**src/rtl/fix2float_rr_arbiter.sv**
```systemverilog
// Purpose: round-robin share of one external fix64->float32 converter among NUM_REQ requesters.
// Latency: operand accepted in cycle N -> result valid in cycle N+2; one result per 2 cycles sustained.
// Backpressure: a held result (out_ready_i=0) stalls the unit and blocks all grants; retire and next grant share a cycle.
module fix2float_rr_arbiter #(
    // Stand-in for the CVA6 configuration object; carried for interface compatibility only.
    parameter int unsigned CVA6Cfg = 0,
    parameter int unsigned NUM_REQ = 4,
    // Width of the converter's float output bus (riscv::xlen_t); only [31:0] is meaningful.
    parameter int unsigned XLEN    = 64,
    localparam int unsigned ID_W   = $clog2(NUM_REQ)
) (
    input  logic                     clk_i,
    input  logic                     rst_ni,
    input  logic [NUM_REQ-1:0]       req_valid_i,
    input  logic [NUM_REQ-1:0][63:0] req_fix_i,
    output logic [NUM_REQ-1:0]       req_ready_o,
    output logic [63:0]              cvt_fix_o,
    input  logic [XLEN-1:0]          cvt_float_i,
    output logic                     out_valid_o,
    input  logic                     out_ready_i,
    output logic [31:0]              out_float_o,
    output logic [ID_W-1:0]          out_id_o,
    output logic                     busy_o
);

    localparam int unsigned cfg_unused = CVA6Cfg;

    typedef enum logic [1:0] {
        IDLE,
        CVT,
        OUT
    } state_e;

    state_e            state_q, state_d;
    logic [ID_W-1:0]   rr_q;
    logic [ID_W-1:0]   id_q;
    logic [63:0]       op_q;
    logic [31:0]       res_q;
    logic [ID_W-1:0]   win;
    logic              any_vld;
    logic              grant_en;
    logic              accept;
    int unsigned       idx;
    logic              unused_hi;

    // Upper converter bits carry nothing for single precision.
    assign unused_hi = ^cvt_float_i[XLEN-1:32];

    // Winner search: first valid requester starting at rr_q, wrapping past NUM_REQ-1.
    always_comb begin
        any_vld = 1'b0;
        win     = '0;
        idx     = 0;
        for (int unsigned i = 0; i < NUM_REQ; i++) begin
            idx = 32'(rr_q) + i;
            if (idx >= NUM_REQ) begin
                idx = idx - NUM_REQ;
            end
            if (!any_vld && req_valid_i[idx[ID_W-1:0]]) begin
                any_vld = 1'b1;
                win     = idx[ID_W-1:0];
            end
        end
    end

    // Grants are possible when empty, or when the held result retires this same cycle.
    assign grant_en    = (state_q == IDLE) || ((state_q == OUT) && out_ready_i);
    assign accept      = grant_en && any_vld;
    assign req_ready_o = accept ? (NUM_REQ'(1) << win) : '0;

    // Next-state logic.
    always_comb begin
        state_d = state_q;
        case (state_q)
            IDLE: begin
                if (accept) begin
                    state_d = CVT;
                end
            end
            CVT: begin
                state_d = OUT;
            end
            OUT: begin
                if (out_ready_i) begin
                    state_d = accept ? CVT : IDLE;
                end
            end
            default: begin
                state_d = IDLE;
            end
        endcase
    end

    // State, operand/tag capture on accept, result capture at the end of the convert cycle.
    always_ff @(posedge clk_i) begin
        if (!rst_ni) begin
            state_q <= IDLE;
            rr_q    <= '0;
            id_q    <= '0;
            op_q    <= '0;
            res_q   <= '0;
        end else begin
            state_q <= state_d;
            if (accept) begin
                op_q <= req_fix_i[win];
                id_q <= win;
                rr_q <= (win == ID_W'(NUM_REQ - 1)) ? '0 : win + ID_W'(1);
            end
            if (state_q == CVT) begin
                res_q <= cvt_float_i[31:0];
            end
        end
    end

    assign cvt_fix_o   = op_q;
    assign out_valid_o = (state_q == OUT);
    assign out_float_o = res_q;
    assign out_id_o    = id_q;
    assign busy_o      = (state_q != IDLE);

endmodule

```
**config.mk**
```make
export PLATFORM = sky130hd
export DESIGN_NAME = fix2float_rr_arbiter
export DESIGN_NICKNAME = d
export VERILOG_FILES = /design/src/rtl/fix2float_rr_arbiter.sv
export SDC_FILE = /design/constraint.sdc
export NUM_CORES = 1
export LEC_CHECK = 0
export ABC_AREA = 1
export ABC_CLOCK_PERIOD_IN_PS = 2500
export CORE_AREA = 2 2 167 169
export DETAILED_ROUTE_END_ITERATION = 10
export DIE_AREA = 0 0 169 171
export PLACE_DENSITY = 0.66
export SYNTH_ARGS = -nofsm -noshare
export SYNTH_HDL_FRONTEND = slang
export SYNTH_SLANG_ARGS = --single-unit
```
**constraint.sdc**
```tcl
create_clock -name clk_i -period 2.5 [get_ports clk_i]
set_input_delay 0.5 -clock clk_i [delete_from_list [all_inputs] [get_ports clk_i]]
set_output_delay 0.5 -clock clk_i [all_outputs]
set_load 0.01 [all_outputs]
```
==> results.ini <==
[place]
place_hpwl_um=20700
finalWeightedCongestion=0.862
dpl-instance-area_sq_mm=0.0118
io_buffers=398

[drt]
antenna_left=0
drt-initial-drc-count=424
wl_per_cell_um=14.1
first_pass_iters=4
dr_total_vias=9244
drcViolationCount=0
finalWirelength_um=29000
vias_per_cell=4.49

[grt]
grtUsageMet1_pct=23.4
gr-usage-all-layers_pct=19.2
grt_pass1_vias=8585
grt_max_degree=83
antenna_found_initial=0
gr-total-overflow=0
met3_usage_pct=5.25
grt_pass1_wl_um=44400
grt_use_met2_pct=32.5
top_usage_layer=met2

[timing]
clock.fmax_ghz=0.402
slew_headroom_pct=30.6
setup_viol=0
drv_slew=0
finalCritPeriodShare_pct=99.6
final_hold_viol_count=0
hold_slack_ps=507
period_needed_ps=2490
rsz0062_at_grt=yes
skew_ps=12.4
worst_slew_pin_slew_ps=1040

[floorplanning]
die_area_sq_mm=0.0289
die_x_um=169
start_util_pct=26.9
coreArea_sq_mm=0.0273
chipHeight_um=171
num_rows=61
ios=431

[yosys]
yosysMostFrequentCell=inv_1
yosysWarnings=0
synth.distinct_cells=22
netlist_area_sq_mm=0.00734
ys.flop_type=dfxtp_1
synth_top_area_share_pct=27.8
synth-seq-area-share_pct=27.8
ys_top_cells_by_area=dfxtp_1 (28%), nand3_1 (22%), inv_1 (17%)
synth_edf_count=0
synth_area_per_cell_sq_um=5.49
ys_ff_latch=102
synth-async-reset-ratio_pct=0
synth_nets=1665
synth_top_area_cell=dfxtp_1
synthTopCellsByCount=inv_1 (334), nand3_1 (324), nand2_1 (228)
postSynthCellCount=1337

[setup_path]
crit_path_end=rr_q[0]
crit_type=flop to flop
r2r.worst_path.cells=21
crit_fanout=9
endpoint_kind=flop
required_ps=2730
worst-r2r-setup-slack_ps=10
r2r-start=rr_q[0]
critPathLaunch=rr_q[0]
r2r-end=rr_q[0]
start_kind=flop
arrival_ps=2720

[cells_and_area]
n_antenna_cell=0
fin_nets=2036
fin_util_pct=44.7
syn_to_final_growth_pct=66.4
postLayoutCellArea_sq_mm=0.0122
final_layout_size_suffix_gt1_share_pct=7.76
nFillCells=2879

[run_status]
status=finished, final reports clean

[run]
drv_cap=0

[clocking]
path_clk_slew_ps=80
cts_tree=built
cts.sinks=102
cts_buffers=9
clk_latency_ps=360
htreeDepth=3
cts_root_buf=clkbuf_16
ctsHoldBuffers=0
cts_buffer_depth=2

[power_and_ir_drop]
leakagePower_nw=6.52
power_density_mw_per_mm2=1130
combPwrFrac_pct=70.7
p_sw_w=0.00677
p_int_w=0.00701
seq_power_share_pct=18.6
vdd_ir_drop_max_uv=1080
switching_share_pct=49.1
clock_power_share_pct=10.7

[worst_hold_path]
min_path_type=flop to flop

==> worst min path at each step <==
stage          slack (ps)  cells after the start         endpoint            start
2_1_floorplan         530                      2      out_id_o[0]      out_id_o[0]
3_3_place_gp          480                      2      out_id_o[0]      out_id_o[0]
3_5_place_dp          490                      2      out_id_o[0]      out_id_o[0]
4_1_cts               510                      2      out_id_o[0]      out_id_o[0]
5_1_grt               550                      2  out_float_o[13]  out_float_o[13]
6_report              510                      2      out_id_o[0]      out_id_o[0]
==> cells in the final DEF (no fill, tap or decap), types with 2 or more instances in the layout <==
cell	synthesis	layout
clkdlybuf4s50_1	0	390
inv_1	334	329
nand3_1	324	323
nand2_1	228	211
nor2_1	183	180
dfxtp_1	102	100
buf_4	1	37
o21ai_0	33	33
nor2_2	22	22
nand2_2	4	15
clkbuf_16	0	9
buf_12	0	8
inv_2	4	7
nand2_4	1	7
inv_6	0	5
a21oi_1	6	5
dlygate4sd2_1	0	4
buf_2	46	4
buf_6	5	4
nand3_2	2	3
nor2_4	0	3
inv_8	0	3
o21ai_1	3	2
==> sequential cells by signal, summed over array words and instances, names as in the netlist <==
signal and cells:
rr_q 2, out_id_o 2, state_q 2, out_float_o 32, cvt_fix_o 64
==> cells by family (layout without fill, tap and decap cells) <==
family	after synthesis	in the layout	synth area share, %
adder cells (fa/ha/maj)	1	1	0.171
AND/OR/NAND/NOR	766	766	46.0
buffers and inverters	425	801	23.1
AO/OA/AOI/OAI	43	43	2.95
flip-flops	102	102	27.8
==> routing by layer <==
layer	up-vias	wire [um]
met5	-	0
met4	0	892
met3	56	2420
met2	352	13600
met1	4111	12100
li1	4725	-
==> power by group through the flow <==
| stage | registers (W) | logic [W] | clock network [W] |
|---|---|---|---|
| after global routing | 0.00264 | 0.0109 | 0.00160 |
| after floorplan | 0.00283 | 0.00561 | 0 |
| after global placement | 0.00258 | 0.00940 | 0 |
| after detailed placement | 0.00260 | 0.00944 | 0 |
| after CTS | 0.00257 | 0.00965 | 0.00154 |
| final | 0.00257 | 0.00974 | 0.00148 |
==> area by class of cell <==
cell class / count / area, sq um / area share (%)
flip-flops and latches: 102 / 2050 / 16.8
well taps: 346 / 433 / 3.55
clock inverters: 7 / 68.8 / 0.564
repair buffers: 447 / 4440 / 36.4
multi-input cells: 810 / 3720 / 30.4
inverters: 338 / 1280 / 10.5
clock buffers: 9 / 225 / 1.84
==> what timing repair did <==
action	CTS	global route
gates resized for setup	45	15
cloned	0	0
setup endpoints to repair	68	69
pin swaps	11	4
buffers inserted	9	1
==> worst max-delay path, cell delays in order, from the launching register on <==
cell and delay [ps]:
dfxtp_4 370, buf_12 140, nand2_2 80, nand2_4 70, nand2_2 60, nand2_2 60, nor2_4 130, nand3_2 90
nand2_4 90, nand2_4 60, inv_2 60, ha_1 130, inv_1 50, buf_4 120, buf_4 120, buf_4 120
buf_4 120, buf_4 120, buf_4 130, buf_4 130, nand2_1 60, a21oi_1 60
==> stage by stage <==
stage	total power [W]	worst slack [ps]	std cells	setup TNS, ps
after global routing	0.0151	-112	2059	-465
after detailed placement	0.0120	-603	2033	-33030
after global placement	0.0120	-580	2033	-28700
after CTS	0.0138	0.160	2058	0
after floorplan	0.00844	254	1337	0
final	0.0138	10.1	2059	0
No activity file was read; power rests on OpenSTA's default activity.
==> variant, RTL diff (config.mk and constraints unchanged) <==
Re-encode `state_e` (3 states) as one-hot, 3 bits wide.
--- a/src/rtl/fix2float_rr_arbiter.sv
+++ b/src/rtl/fix2float_rr_arbiter.sv
@@ -27,6 +27,6 @@
 
-    typedef enum logic [1:0] {
-        IDLE,
-        CVT,
-        OUT
+    typedef enum logic [2:0] {
+        IDLE = 3'b001,
+        CVT  = 3'b010,
+        OUT  = 3'b100
     } state_e;
Check against the original RTL: no difference found for any inputs over 4 cycles, from zero or initial values and one cycle with rst_ni low; so few cycles prove little.
==> variant against the unedited design <==
The flow now finishes with violations (setup timing); first-iteration DRC count up 20%; cell count barely moved; setup slack worse by 0.060 ns; combinational power is 7% higher; sequential cell count is 1 higher; synthesized cell count is essentially flat; synthesized area increased by 0.60%; sequential share of layout area shrank 0.055 points; wire length increased by 0.18%; power increased by 4.6%; final area up 1.4%; global-route usage grew 0.051 points; critical path type is now reg2out; largest power group unchanged.
==> variant: results <==
{
  "outcome": "complete, but fails checks",
  "violations": "setup timing",
  "routed_wl_um": 29000,
  "wl_met3_um": 2190,
  "cts.sinks": 103,
  "fin_worst_skew_ns": 0.0130,
  "cp_max_fo": 5,
  "slew_headroom_pct": 67.7,
  "multi_input_area_share_pct": 30.3,
  "layout.comb_gates.multi_input": 808,
  "finalSetupTns_ns": -0.0989,
  "synth.distinct_cells": 23,
  "power_leakage_nw": 6.56,
  "grt_usage_pct": 19.2,
  "drt-pass1-iter-count": 5,
  "muxShareOfSynthArea_pct": 0,
  "synth.top_cells.by_count": "inv_1 (335), nand3_1 (326), nand2_1 (226)",
  "ctsResizeCount": 55,
  "p_sw_mw": 7.05,
  "place_ws_ns": -0.660,
  "power_density_nw_per_um2": 1160,
  "regArea_um2": 2070,
  "peakVddDrop_mv": 0.889,
  "worst_slack_ns": -0.0499,
  "syn_to_final_growth_pct": 67.8,
  "nFillCells": 2876,
  "via_per_inst": 4.46,
  "grt_pass1_vias": 8695,
  "stdcell_count": 2061,
  "finalSetupViolations": 3,
  "crit_family": "simple AND/OR/NAND/NOR gates",
  "worstPathArrival_ns": 2.05,
  "gr-usage-met3_pct": 5.55,
  "synthTopCellsByArea": "dfxtp_1 (28%), nand3_1 (22%), inv_1 (17%), nand2_1 (11%), nor2_1 (10%)",
  "clkLatencyLatePin_ns": 0.35,
  "finalWeightedCongestion": 0.872,
  "comb_cell_power_mw": 10.4,
  "grt_max_degree": 86,
  "grt_pass1_wl_um": 44900,
  "inverters": 339,
  "drt-met1-wl_um": 11900,
  "clock_area_share_pct": 2.33,
  "drtIter0Drc": 510,
  "final_layout_size_suffix_gt1_share_pct": 7.11,
  "synth_compound_area_share_pct": 3.09,
  "synthAdderAreaFrac_pct": 0.170,
  "n_clock_buffer": 10,
  "synth_seq_area_share_pct": 27.9,
  "dp_hpwl_um": 20300,
  "dr_wl_met2_um": 14400
}
[variant: cell count changes after synthesis, moves of 2 or more]
cell | before | now
nand3_2 | 2 | 0
a21oi_1 | 6 | 4
nor2_2 | 22 | 1
buf_1 | 9 | 3
nand2_1 | 228 | 226
clkbuf_1 | 26 | 24
buf_4 | 1 | 11
nor2_1 | 183 | 198
buf_2 | 46 | 44
nor2_4 | 0 | 3
nand3_1 | 324 | 326
nand4_2 | 0 | 2
[variant: final timing paths]
kind                                              startpoint                      endpoint  slack, ns  cells after the start
worst max-delay path                    rr_q[0]$_SDFFE_PN0P_                req_ready_o[3]      -0.05                     13
worst min-delay path            out_float_o[14]$_SDFFE_PN0P_  out_float_o[14]$_SDFFE_PN0P_       0.52                      2
worst max register to register          rr_q[0]$_SDFFE_PN0P_    cvt_fix_o[18]$_SDFFE_PN0P_       0.15                     15
worst min register to register  out_float_o[14]$_SDFFE_PN0P_  out_float_o[14]$_SDFFE_PN0P_       0.52                      2
